### src/rtl/m68k_bus_responder_pkg.sv
// m68k_bus_responder_pkg
//   Shared core definitions for the 68k bus-cycle responder: the board-level
//   (pcb_*) default wait/timeout constants, the responder state encoding and
//   saturating 8-bit counter helpers.
package m68k_bus_responder_pkg;

  // Board defaults for the responder's wait timing.
  localparam int PCB_RAM_WAIT    = 0;    // work RAM, palette/tile/sprite registers
  localparam int PCB_SHARED_WAIT = 2;    // Z80 shared RAM
  localparam int PCB_TIMEOUT     = 255;  // cycles before an unanswered cycle is bus-errored

  typedef enum logic [2:0] {
    ST_IDLE   = 3'd0,
    ST_SETTLE = 3'd1,
    ST_WAIT   = 3'd2,
    ST_ROM    = 3'd3,
    ST_ACK    = 3'd4,
    ST_BERR   = 3'd5
  } state_t;

  function automatic logic [7:0] sat_inc(input logic [7:0] v);
    return (v == 8'hFF) ? v : v + 8'd1;
  endfunction

  function automatic logic [7:0] sat_dec(input logic [7:0] v);
    return (v == 8'h00) ? v : v - 8'd1;
  endfunction

endpackage

### src/rtl/m68k_bus_responder.sv
// m68k_bus_responder
//   Answers 68000 bus cycles: waits a fixed number of cycles for RAM/register
//   and shared-RAM accesses, handshakes with SDRAM for program-ROM reads, and
//   raises a bus error for cycles nobody answers.
//
// Ports
//   clk          sole clock, rising edge
//   reset        asynchronous, active-high
//   cpu_as_n     68k address strobe
//   cpu_rw       1 = read, 0 = write
//   cpu_uds_n    upper data strobe
//   cpu_lds_n    lower data strobe
//   rom_sel      OR of program-ROM selects
//   fast_sel     OR of RAM/register selects
//   shared_sel   shared-RAM select
//   rom_ack      one-cycle pulse from SDRAM when ROM data is valid
//   cpu_dtack_n  data acknowledge to the 68k (low throughout ACK)
//   cpu_berr_n   bus error to the 68k (low throughout BERR)
//   rom_req      level request to SDRAM
//   wr_stb       one-cycle write commit pulse
//   rd_stb       one-cycle read latch pulse
//   busy         high whenever a cycle is in progress
module m68k_bus_responder
  import m68k_bus_responder_pkg::*;
#(
  parameter int RAM_WAIT    = PCB_RAM_WAIT,
  parameter int SHARED_WAIT = PCB_SHARED_WAIT,
  parameter int TIMEOUT     = PCB_TIMEOUT
) (
  input  logic clk,
  input  logic reset,
  input  logic cpu_as_n,
  input  logic cpu_rw,
  input  logic cpu_uds_n,
  input  logic cpu_lds_n,
  input  logic rom_sel,
  input  logic fast_sel,
  input  logic shared_sel,
  input  logic rom_ack,
  output logic cpu_dtack_n,
  output logic cpu_berr_n,
  output logic rom_req,
  output logic wr_stb,
  output logic rd_stb,
  output logic busy
);

  localparam logic [7:0] RAM_WAIT_C    = 8'(RAM_WAIT);
  localparam logic [7:0] SHARED_WAIT_C = 8'(SHARED_WAIT);
  localparam logic [7:0] TIMEOUT_C     = 8'(TIMEOUT);

  state_t     state, state_nxt;
  logic [7:0] wait_cnt, wait_cnt_nxt;
  logic [7:0] tmo_cnt, tmo_cnt_nxt;
  logic       unmapped, unmapped_nxt;
  logic       rw_lat, rw_lat_nxt;
  logic       enter_ack;

  always_comb begin
    state_nxt    = state;
    wait_cnt_nxt = wait_cnt;
    tmo_cnt_nxt  = tmo_cnt;
    unmapped_nxt = unmapped;
    rw_lat_nxt   = rw_lat;

    case (state)
      ST_IDLE: begin
        wait_cnt_nxt = 8'd0;
        tmo_cnt_nxt  = 8'd0;
        unmapped_nxt = 1'b0;
        if (!cpu_as_n && (!cpu_uds_n || !cpu_lds_n)) begin
          state_nxt = ST_SETTLE;
        end
      end

      // Address decode has had one cycle to settle; sample selects and
      // direction now.
      ST_SETTLE: begin
        tmo_cnt_nxt = 8'd0;
        rw_lat_nxt  = cpu_rw;
        if (cpu_as_n) begin
          state_nxt = ST_IDLE;
        end else if (rom_sel) begin
          state_nxt = ST_ROM;
        end else if (shared_sel) begin
          wait_cnt_nxt = SHARED_WAIT_C;
          state_nxt    = ST_WAIT;
        end else if (fast_sel) begin
          wait_cnt_nxt = RAM_WAIT_C;
          state_nxt    = ST_WAIT;
        end else begin
          // Nothing decoded: sit in WAIT on the timeout and end in BERR.
          wait_cnt_nxt = TIMEOUT_C;
          unmapped_nxt = 1'b1;
          state_nxt    = ST_WAIT;
        end
      end

      ST_WAIT: begin
        if (cpu_as_n) begin
          state_nxt = ST_IDLE;
        end else if (wait_cnt == 8'd0) begin
          state_nxt = unmapped ? ST_BERR : ST_ACK;
        end else if (tmo_cnt == TIMEOUT_C) begin
          state_nxt = ST_BERR;
        end else begin
          wait_cnt_nxt = sat_dec(wait_cnt);
          tmo_cnt_nxt  = sat_inc(tmo_cnt);
        end
      end

      ST_ROM: begin
        if (cpu_as_n) begin
          state_nxt = ST_IDLE;
        end else if (rom_ack) begin
          state_nxt = ST_ACK;
        end else if (tmo_cnt == TIMEOUT_C) begin
          state_nxt = ST_BERR;
        end else begin
          tmo_cnt_nxt = sat_inc(tmo_cnt);
        end
      end

      ST_ACK: begin
        if (cpu_as_n) state_nxt = ST_IDLE;
      end

      ST_BERR: begin
        if (cpu_as_n) state_nxt = ST_IDLE;
      end

      default: state_nxt = ST_IDLE;
    endcase
  end

  assign enter_ack = (state_nxt == ST_ACK) && (state != ST_ACK);

  always_ff @(posedge clk or posedge reset) begin
    if (reset) begin
      state    <= ST_IDLE;
      wait_cnt <= 8'd0;
      tmo_cnt  <= 8'd0;
      unmapped <= 1'b0;
      rw_lat   <= 1'b1;
      wr_stb   <= 1'b0;
      rd_stb   <= 1'b0;
    end else begin
      state    <= state_nxt;
      wait_cnt <= wait_cnt_nxt;
      tmo_cnt  <= tmo_cnt_nxt;
      unmapped <= unmapped_nxt;
      rw_lat   <= rw_lat_nxt;
      wr_stb   <= enter_ack && !rw_lat;
      rd_stb   <= enter_ack &&  rw_lat;
    end
  end

  // rom_req falls combinationally with rom_ack so SDRAM sees the request
  // withdrawn in the same cycle it answers.
  assign rom_req     = (state == ST_ROM) && !rom_ack;
  assign cpu_dtack_n = (state != ST_ACK);
  assign cpu_berr_n  = (state != ST_BERR);
  assign busy        = (state != ST_IDLE);

endmodule

### config.mk
export PLATFORM = sky130hd
export DESIGN_NAME = m68k_bus_responder
export DESIGN_NICKNAME = d
export VERILOG_FILES = /design/src/rtl/m68k_bus_responder_pkg.sv /design/src/rtl/m68k_bus_responder.sv
export SDC_FILE = /design/constraint.sdc
export NUM_CORES = 1
export LEC_CHECK = 0
export ABC_AREA = 1
export BUFFER_PORTS_ARGS = -buffer_cell sky130_fd_sc_hd__buf_2
export CELL_PAD_IN_SITES_DETAIL_PLACEMENT = 0
export CELL_PAD_IN_SITES_GLOBAL_PLACEMENT = 1
export CORE_MARGIN = 4
export CORE_UTILIZATION = 35
export CTS_CLUSTER_SIZE = 28
export DETAILED_ROUTE_END_ITERATION = 12
export PLACE_DENSITY = 0.74
export SLEW_MARGIN = 40
export SYNTH_ARGS = -nofsm -noshare
export SYNTH_HDL_FRONTEND = slang
export SYNTH_SLANG_ARGS = --single-unit
### constraint.sdc
create_clock -name clk -period 2.6 [get_ports clk]
set_input_delay 0.52 -clock clk [delete_from_list [all_inputs] [get_ports clk]]
set_output_delay 0.52 -clock clk [all_outputs]
set_load 0.01 [all_outputs]
After elaboration in Yosys (flattened, before gate mapping)

Index checks and enable logic that the tools add are counted.

Add/subtract/negate cells: 2
Eq/ne operators: 18
Muxes and demuxes: 30
Reductions and logical operators: 22

Operators with widths:

| kind                                             | count |
|---|---|
| two-way mux 8 bit                                | 12 |
| one-hot mux 8 bit (3 select lines)               | 2 |
| two-way mux 3 bit                                | 7 |
| != test 2 bit, second input constant             | 9 |
| one-hot mux 3 bit (5 select lines)               | 1 |
| AND reduction 5 bit                              | 2 |
| == test 3 bit, second input constant             | 3 |
| nonzero test 3 bit                               | 3 |
| adder 8 x 1 -> 8 bit, second input constant      | 1 |
| == test 8 bit, second input constant             | 1 |
| logical NOT 8 bit                                | 1 |
| subtractor 8 x 1 -> 8 bit, second input constant | 1 |
| == test 3 x 2 -> 1 bit, second input constant    | 2 |
| two-way mux 1 bit                                | 6 |
| != test 3 bit, second input constant             | 2 |
| AND reduction 6 bit                              | 1 |
| logical AND 1 bit                                | 5 |
| logical NOT 1 bit                                | 5 |
| OR reduction 2 bit                               | 2 |
| == test 3 x 1 -> 1 bit, second input constant    | 1 |
| logical NOT 3 bit                                | 1 |
| two-way mux 2 bit                                | 1 |
| one-hot mux 1 bit (2 select lines)               | 1 |
| nonzero test 2 bit                               | 1 |
| logical OR 1 bit                                 | 1 |

Register bits after elaboration: 23
Input port bits: 10
Output and inout port bits: 6

Logic depth before layout (Yosys ltp)

Gate-level depths: netlist of run 1.

Depth after elaboration: 8
Gate-level depth with buffers: 11
Depth with buffers taken out: 11

Worst setup path after synthesis of run 1

No wires, ideal clock.

Path kind: reg2reg
From: register wait_cnt[0]
To: register wait_cnt[2]
Arrival: 1.349 ns
Slack: 1.128 ns
Cell stages (with the launch flop): 12
Buffers on the path: 1
Cell sequence: dfrtp_1 inv_1 ha_1 nand2_1 nor2_2 nand2_2 nand2_2 nor2_4 nand2_4 buf_12 nand2_2 o21ai_2

Longest elaborated chain between the ends: 5

RTL lines:

| what                               | RTL line                     | source |
|---|---|---|
| from (decl)                        | m68k_bus_responder.sv:53     | `logic [7:0] wait_cnt, wait_cnt_nxt;` |
| from (signal assigned)             | m68k_bus_responder.sv:149    | `wait_cnt <= wait_cnt_nxt;` |
| subtractor 8 x 1 -> 8 bit          | m68k_bus_responder_pkg.sv:26 | `return (v == 8'h00) ? v : v - 8'd1;` |
| two-way mux 8 bit                  | m68k_bus_responder.sv:104    | `end else if (tmo_cnt == TIMEOUT_C) begin` |
| two-way mux 8 bit                  | m68k_bus_responder.sv:102    | `end else if (wait_cnt == 8'd0) begin` |
| two-way mux 8 bit                  | m68k_bus_responder.sv:100    | `if (cpu_as_n) begin` |
| one-hot mux 8 bit (3 select lines) | m68k_bus_responder.sv:66     | `case (state)` |

Parallel ways exist; a longest one is shown, timed or not. The select of a mux whose other input is x is not followed.
A chain may end at the register's enable or synchronous reset.

Final worst setup path of run 1

From: register state[1]
To: output port rom_req

Longest elaborated chain between the ends: 2

RTL lines:

| what                   | RTL line                  | source |
|---|---|---|
| from (decl)            | m68k_bus_responder.sv:52  | `state_t state, state_nxt;` |
| from (signal assigned) | m68k_bus_responder.sv:148 | `state <= state_nxt;` |
| == test 3 x 2 -> 1 bit | m68k_bus_responder.sv:160 | `assign rom_req = (state == ST_ROM) && !rom_ack;` |
| logical AND 1 bit      | m68k_bus_responder.sv:160 |  |
| to (decl)              | m68k_bus_responder.sv:42  | `output logic rom_req,` |

Every way passes these cells.

==> flow_summary.yaml, run 1 <==
drt:
  first_pass_iters: 4
  via_per_inst: 4.80
  vias: 1273
  drc: 0
  drt-total-wl_mm: 3.01
  drtAntennaViolNets: 0
  avgRoutedWirePerCell_um: 11.4
  initialDrtViolationCount: 42
run_status:
  status: "finished, final reports clean"
clock_tree:
  cts_hold_buf: 0
  cts_tree: "done"
  cts.clk_slew.worst_paths_ns: 0.08
  cts_buffer_depth: 2
  post_cts_buffers: 0
  clock-sinks: 23
  numCtsBuffers: 3
  cts-root-buf: "clkbuf_8"
  htree_levels: 1
  clk_latency_ns: 0.26
  post_cts_resized: 0
sta:
  setup_viol_count_final: 0
  slew_violations: 0
  hold_violations: 0
  rsz0062_at_grt: "no"
  fmax_ghz: 0.524
  worst_pin_slew_ns: 0.431
  relSlewSlack_pct: 71.3
  period_minus_slack_ns: 1.91
  post-route-period-util_pct: 73.4
  fin_setup_tns_ns: 0
  fin_skew_ns: 0.00696
global_routing:
  grt_max_degree: 24
  grt_pass1_wl_mm: 5.83
  antenna_found_initial: 0
  grt_pass1_vias: 1319
  grt_overflow: 0
  grtUsageTotal_pct: 13.7
placement:
  place_congestion: 0.756
  io_buffer_count: 15
  place_hpwl_mm: 2.34
  place_area_um2: 1620
cells_and_area:
  diodes: 0
  final_nets: 228
  final_util_pct: 40.6
  drive_gt1_share_pct: 22.8
  fin_area_um2: 1660
  final_common_cell: "nand2_1"
  final_cell_mix: "45 x nand2_1, 22 x inv_1, 22 x dfrtp_1, 19 x nor2_1"
  area_growth_pct: 10.0
power:
  p_leak_nw: 0.855
  sequentialPowerShare_pct: 35.8
  vdd_ir_drop_max_uv: 417
  power_density_nw_per_um2: 940
  clkPwrFrac_pct: 14.2
  switchingPower_mw: 0.730
  switching_share_pct: 46.8
  combinationalPowerShare_pct: 50.0
  internal_power_mw: 0.830
critical_path:
  reg2reg_depth: 10
  critical-path-max-stage-delay_ns: 0.61
  start_kind: "register"
  cp_max_fo: 8
  cp_top_family: "flip-flops"
  path_buf_inv: 2
  critPathKind: "register to output pin"
  critical_path_cell_count: 5
  worstPathCellList: "nand2_8 -> nor2_1 -> nand2_1 -> inv_1 -> buf_2"
  worstPathArrival_ns: 1.39
  cp.required_ns: 2.08
  worstSetupEndpointType: "output pin"
  crit_slowest_cell: "dfrtp_1"
logic_synthesis:
  syn_area_um2: 1510
  syn_avg_cell_area_um2: 7.62
  synth-async-reset-ratio_pct: 100
  synth-edff-count: 0
  syn-instance-count: 198
  synthesis.nets: 210
  synth.distinct_cells: 31
  synth-seq-area-share_pct: 38.2
  yosys_warnings: 0
  synth-seq-cells: 23
  synthFlopType: "dfrtp_1"
hold_path:
  hold_class: "input pin to async pin"
flow_run:
  maxCapViolations: 0
floorplanning:
  die_h_um: 73.7
  die_area_um2: 5430
  num_rows: 23
  io_pins: 16
  initial_core_util_pct: 36.9
  core-area_um2: 4090
  dieWidth_um: 73.7
-- routing by layer --
metal | GRT usage [%] | routed length (µm)
met2 | 22.4 | 1410
met5 | 0 | 0
met4 | 4.83 | 45
met3 | 2.74 | 107
met1 | 17.9 | 1450
-- path summary, 6_finish.rpt --
kind,from,to,slack (ns)
max,state[1],rom_req,0.69
min,reset,tmo_cnt[3],0.28
max reg2reg,tmo_cnt[0],wait_cnt[7],0.91
min reg2reg,wait_cnt[1],wait_cnt[1],0.49
max in group asynchronous,reset,rw_lat,2.03
min in group clk,cpu_rw,rw_lat,0.47
-- cells by family (layout without fill, tap and decap cells) --
kind of cell	Yosys count	after routing	share of synthesized area (%)
flops	23	23	38.2
xor+xnor	5	5	2.90
simple gates	106	106	35.5
fa+ha+maj	2	2	1.66
compound gates	31	31	12.0
buf+inv	31	48	9.70
-- synthesized netlist by cell type (2+ instances only) --
| library cell | count | area (µm²) |
|---|---|---|
| o21ai_0 | 14 | 70.1 |
| o21ai_2 | 2 | 17.5 |
| xor2_1 | 5 | 43.8 |
| nand3_1 | 15 | 75.1 |
| nand2_1 | 45 | 169 |
| a21oi_1 | 8 | 40.0 |
| nand2_2 | 12 | 75.1 |
| inv_2 | 4 | 15.0 |
| ha_1 | 2 | 25.0 |
| inv_1 | 22 | 82.6 |
| nor3_1 | 2 | 10.0 |
| a31oi_1 | 2 | 12.5 |
| nand4_1 | 3 | 18.8 |
| dfrtp_1 | 22 | 551 |
| o21a_1 | 2 | 15.0 |
| nor2_4 | 4 | 45.0 |
| nor2_1 | 19 | 71.3 |
| o21ai_1 | 2 | 10.0 |
-- final cells by class --
class | count | area [µm²]
Clock buffer | 4 | 45.0
Fill cell | 437 | 2430
Inverter | 28 | 108
Multi-Input combinational cell | 144 | 786
Sequential cell | 23 | 577
Tap cell | 50 | 62.6
Timing Repair Buffer | 16 | 82.6
-- metrics by stage --
| stage | cells | worst slack [ns] | total power [mW] | hold slack (ns) |
|---|---|---|---|---|
| floorplan | 198 | 1.13 | 1.24 | 0.461 |
| global placement | 261 | 0.906 | 1.36 | 0.478 |
| detailed placement | 261 | 0.908 | 1.35 | 0.477 |
| CTS | 265 | 0.682 | 1.59 | 0.296 |
| global route | 265 | 0.552 | 1.75 | 0.315 |
| finish | 265 | 0.692 | 1.56 | 0.282 |
-- worst register-to-register path: cells and delay by family, from the launching register on --
family / cells / cell delay (ns)
AND/OR/NAND/NOR: 8 / 0.90
adder cells (fa/ha/maj): 1 / 0.20
buffers and inverters: 1 / 0.10
flip-flops: 1 / 0.40
-- power groups by stage --
| stage | combinational, mW | sequential [mW] | clock, mW |
|---|---|---|---|
| after detailed placement | 0.787 | 0.568 | 0 |
| after floorplan | 0.717 | 0.528 | 0 |
| after global routing | 0.915 | 0.581 | 0.251 |
| after CTS | 0.792 | 0.561 | 0.234 |
| final | 0.780 | 0.559 | 0.221 |
| after global placement | 0.793 | 0.571 | 0 |
-- state kept, by name, indices dropped and copies added, names as in the netlist --
name	flops
wait_cnt	8
rd_stb	1
tmo_cnt	8
state	3
wr_stb	1
unmapped	1
rw_lat	1
Note: power is estimated with default switching activity, not from simulation.
==> inputs of run 2 (changes only) <==
==> constraint.sdc (replaced) <==
create_clock -name clk -period 1.9 [get_ports clk]
set_input_delay 0.38 -clock clk [delete_from_list [all_inputs] [get_ports clk]]
set_output_delay 0.38 -clock clk [all_outputs]
set_load 0.01 [all_outputs]
==> run 2 against run 1 <==
  * Worst hold slack lost 0.14 ns
  * Register-to-register slack lost 0.70 ns
  * Die area is the same
==> flow_summary.yaml, run 2 (synthesis gave the netlist of run 1 again) <==
critical_path:
  cp_max_fo: 8
  r2r-start: "wait_cnt[0]"
  reg2reg_depth: 11
  r2r_setup_slack_ns: 0.21
  worstPathArrival_ns: 1.39
  start_kind: "register"
  cp.required_ns: 1.52
  worstSetupEndpointType: "output pin"
  r2r_end: "wait_cnt[7]"
  worstSetupStartpoint: "state[1]"
  critPathKind: "register to output pin"
drt:
  drtAntennaViolNets: 0
  drc: 0
  avgRoutedWirePerCell_um: 11.4
  first_pass_iters: 4
  via_per_inst: 4.67
  initialDrtViolationCount: 64
  drt-total-wl_mm: 3.04
  vias: 1243
placement:
  io_buffer_count: 15
  place_hpwl_mm: 2.31
  place_inst: 262
  place_congestion: 0.761
sta:
  hold_violations: 0
  relSlewSlack_pct: 71.4
  post-route-period-util_pct: 93.1
  period_minus_slack_ns: 1.77
  fin_skew_ns: 0.00720
  setup_viol_count_final: 0
  fmax_ghz: 0.565
  worst_pin_slew_ns: 0.429
  slew_violations: 0
  rsz0062_at_grt: "no"
  fin_setup_tns_ns: 0
flow_run:
  maxCapViolations: 0
clock_tree:
  cts.clk_slew.worst_paths_ns: 0.09
  cts_hold_buf: 0
  cts_tree: "done"
  post_cts_buffers: 0
  clock-sinks: 23
  cts-root-buf: "clkbuf_8"
  clk_latency_ns: 0.27
  cts_buffer_depth: 2
  numCtsBuffers: 3
  htree_levels: 1
hold_path:
  hold_class: "input pin to async pin"
cells_and_area:
  final_common_cell: "nand2_1"
  drive_gt1_share_pct: 23.6
  final_nets: 229
  final_cell_mix: "45 x nand2_1, 22 x inv_1, 22 x dfrtp_1, 18 x nor2_1"
  n_fill_cell: 457
  largestRegisters: "tmo_cnt x8, wait_cnt x8, state x3"
  multi_input_area_um2: 788
  diodes: 0
  final_cells: 266
  area.sequential_um2: 577
  area_growth_pct: 10.7
global_routing:
  grt_max_degree: 24
  antenna_found_initial: 0
  grt_pass1_wl_mm: 5.56
  grt_overflow: 0
  grt_pass1_vias: 1227
  grtUsageTotal_pct: 13.4
floorplanning:
  io_pins: 16
  die_area_um2: 5430
  initial_core_util_pct: 36.9
  core-area_um2: 4090
  num_rows: 23
  die_h_um: 73.7
  dieWidth_um: 73.7
run_status:
  status: "finished, final reports clean"
power:
  vdd_ir_drop_max_uv: 561
  p_leak_nw: 0.860
  power_density_nw_per_um2: 1290
==> run 2: cell count changes in the layout (fill, tap and decap cells not counted) <==
cell    before  now
buf_4        1    2
nor2_1      19   18
nor2_2       1    2
==> run 2: cell type report <==
type / count / area share (%)
Tap cell: 50 / 3.75
Inverter: 28 / 6.44
Multi-Input combinational cell: 144 / 47.2
Timing Repair Buffer: 17 / 5.39
Clock buffer: 4 / 2.70
Sequential cell: 23 / 34.5
==> run 2: power by group <==
group | internal, mW | total (mW) | switching [mW] | leakage, nW
Clock | 0.150 | 0.315 | 0.165 | 0.0228
Sequential | 0.613 | 0.759 | 0.146 | 0.311
Combinational | 0.379 | 1.08 | 0.704 | 0.526
Total | 1.14 | 2.16 | 1.01 | 0.860
==> run 2: worst max-delay path by stage <==
| stage | end | slack [ns] | depth (start not counted) |
|---|---|---|---|
| 4_1_cts | rom_req | 0.12 | 5 |
| 5_1_grt | wr_stb | 0.0009 | 8 |
| 3_3_place_gp | wr_stb | 0.18 | 8 |
| 3_5_place_dp | wait_cnt[7] | 0.21 | 10 |
| 2_1_floorplan | wait_cnt[2] | 0.43 | 11 |
| 6_report | rom_req | 0.13 | 5 |
==> run 2: critical path: stages (launching register included) <==
cell and delay, ns:
dfrtp_1 0.61, nand2_8 0.12, nor2_1 0.13, nand2_1 0.08, inv_1 0.05, buf_2 0.12
==> run 2: what timing repair did <==
action	4_1_cts	5_1_grt
setup endpoints to repair	0	3
gates resized for setup	0	1
hold endpoints to repair	0	0
==> run 2: per-layer routing <==
metal  wire length, µm  track usage [%]
met1              1440             17.8
met2              1410             21.2
met3               134             3.01
met4                49             4.83
met5                 0                0
==> run 2: per-stage QoR <==
step | setup slack [ns] | instance area [µm²] | utilization (%) | power, mW | hold WS, ns
after global routing | 0.000900 | 1670 | 40.9 | 2.40 | 0.179
final | 0.131 | 1670 | 40.9 | 2.16 | 0.141
after CTS | 0.118 | 1670 | 40.8 | 2.19 | 0.154
after global placement | 0.181 | 1620 | 39.7 | 1.87 | 0.443
after floorplan | 0.428 | 1510 | - | 1.70 | 0.381
after detailed placement | 0.213 | 1620 | 39.7 | 1.86 | 0.447
==> inputs of run 3 (changes only) <==
--- a/config.mk
+++ b/config.mk
@@ -7,13 +7,13 @@
 export LEC_CHECK = 0
 export ABC_AREA = 1
 export BUFFER_PORTS_ARGS = -buffer_cell sky130_fd_sc_hd__buf_2
-export CELL_PAD_IN_SITES_DETAIL_PLACEMENT = 0
-export CELL_PAD_IN_SITES_GLOBAL_PLACEMENT = 1
+export CELL_PAD_IN_SITES_DETAIL_PLACEMENT = 2
+export CELL_PAD_IN_SITES_GLOBAL_PLACEMENT = 2
 export CORE_MARGIN = 4
-export CORE_UTILIZATION = 35
+export CORE_UTILIZATION = 34
 export CTS_CLUSTER_SIZE = 28
 export DETAILED_ROUTE_END_ITERATION = 12
-export PLACE_DENSITY = 0.74
+export PLACE_DENSITY = 0.86
 export SLEW_MARGIN = 40
 export SYNTH_ARGS = -nofsm -noshare
 export SYNTH_HDL_FRONTEND = slang
==> run 3 against run 2 <==
  * Via count increased by 8.4%
  * Utilization decreased by 0.11 points
  * Worst hold slack better by 0.0039 ns
  * Sequential cell count unchanged
  * Non-clock buffer count is 1 higher
  * Critical endpoint unchanged
  * Critical path depth unchanged
  * Fmax is 1.7% lower
  * Clock skew decreased by 0.0047 ns
  * Die area up 2.6%
==> flow_summary.yaml, run 3 (synthesis gave the netlist of run 1 again) <==
clock_tree:
  numCtsBuffers: 3
  cts_tree: "done"
  clock-sinks: 23
  cts.clk_slew.worst_paths_ns: 0.09
  post_cts_buffers: 0
  cts-root-buf: "clkbuf_8"
  clk_latency_ns: 0.27
  htree_levels: 1
  cts_buffer_depth: 2
  cts_hold_buf: 0
placement:
  place_congestion: 0.758
  io_buffer_count: 15
  post-place-ws_ns: 0.0837
  place_area_um2: 1630
  place_hpwl_mm: 3.36
drt:
  vias: 1347
  drtAntennaViolNets: 0
  via_per_inst: 5.04
  drc: 0
  avgRoutedWirePerCell_um: 15.8
  drt-total-wl_mm: 4.22
  first_pass_iters: 4
  initialDrtViolationCount: 61
global_routing:
  grtUsageTotal_pct: 17.4
  use_met2_pct: 28.5
  antenna_found_initial: 0
  grt_pass1_wl_mm: 7.38
  use_met1_pct: 24.0
  top_usage_layer: "met2"
  grt_overflow: 0
  grt_max_degree: 24
  grt_use_met3_pct: 2.80
  grt_pass1_vias: 1546
floorplanning:
  die_area_um2: 5570
  initial_core_util_pct: 36.4
  die_h_um: 74.6
  num_rows: 23
  core-area_um2: 4140
  io_pins: 16
  dieWidth_um: 74.6
power:
  internal_power_mw: 1.17
  finalPower_mw: 2.30
  sequentialPowerShare_pct: 33.8
  combinationalPowerShare_pct: 52.4
  vdd_ir_drop_max_uv: 459
  clkPwrFrac_pct: 13.9
  switchingPower_mw: 1.13
  switching_share_pct: 49.2
  power_density_nw_per_um2: 1360
  p_leak_nw: 0.867
cells_and_area:
  diodes: 0
  area.sequential_um2: 578
  area_growth_pct: 11.9
  n_fill_cell: 509
  largestRegisters: "tmo_cnt x8, wait_cnt x8, state x3"
  final_common_cell: "nand2_1"
  fin_area_um2: 1690
  final_cell_mix: "45 x nand2_1, 22 x inv_1, 21 x dfrtp_1, 19 x nor2_1"
  final_nets: 230
  drive_gt1_share_pct: 24.9
  multi_input_area_um2: 797
sta:
  worst_pin_slew_ns: 0.325
  setup_viol_count_final: 0
  relSlewSlack_pct: 78.3
  period_minus_slack_ns: 1.80
  fin_skew_ns: 0.00249
  fmax_ghz: 0.556
  rsz0062_at_grt: "no"
  fin_ws_ns: 0.102
  hold_violations: 0
  slew_violations: 0
  fin_setup_tns_ns: 0
  post-route-period-util_pct: 94.7
critical_path:
  critPathKind: "register to output pin"
  worstPathCellList: "inv_2 -> nor2_1 -> nand2_1 -> inv_1 -> buf_2"
  cp.required_ns: 1.52
  r2r-start: "wait_cnt[1]"
  worstSetupEndpointType: "output pin"
  critical-path-max-stage-delay_ns: 0.54
  crit_slowest_cell: "dfrtp_1"
  worstSetupStartpoint: "state[0]"
  cp_max_fo: 5
  worstPathArrival_ns: 1.42
  r2r_setup_slack_ns: 0.17
  start_kind: "register"
hold_path:
  hold_class: "input pin to async pin"
run_status:
  status: "finished, final reports clean"
flow_run:
  maxCapViolations: 0
run 3: final cells by class:
cell class	count	share of cell area, %
clock inverters	1	0.296
repair buffers	18	5.78
flip-flops and latches	23	34.2
inverters	28	6.37
well taps	50	3.70
multi-input cells	144	47.2
clock buffers	3	2.44
run 3: worst paths after layout:
check	depth (start not counted)	end
worst max-delay path	5	rom_req
worst min-delay path	3	tmo_cnt[4]
worst max register to register	11	wait_cnt[3]
worst min register to register	1	wr_stb
max in group asynchronous	3	rw_lat
min in group clk	3	rw_lat
run 3: power groups by stage:
stage                     clock [mW]  combinational (mW)  sequential, mW
after floorplan                    0               0.981           0.722
after global placement             0                1.14           0.778
after detailed placement           0                1.19           0.783
after CTS                      0.335                1.21           0.777
after global routing           0.359                1.38           0.799
final                          0.319                1.21           0.779
run 3: worst max-delay path, delay by kind of cell (launching register included):
family,cells,cell delay (ns)
buffers and inverters,3,0.33
flip-flops,1,0.54
AND/OR/NAND/NOR,2,0.28
run 3: per-stage QoR:
stage / cells / util (%) / hold WS [ns]
after floorplan: 198 / - / 0.381
after global placement: 263 / 39.3 / 0.445
after detailed placement: 263 / 39.3 / 0.450
after CTS: 267 / 40.5 / 0.148
after global routing: 267 / 40.8 / 0.164
final: 267 / 40.8 / 0.145
run 3: timing repair:
item / CTS / global route
endpoints found under the hold margin: 0 / 0
endpoints found under the setup margin: 1 / 8
resized for setup: 1 / 2
run 3: metal layers:
layer | share of wire, % | vias to the layer above
met5 | 0 | -
met4 | 1.2 | 0
met3 | 2.9 | 5
met2 | 45 | 19
met1 | 50 | 657
li1 | - | 666
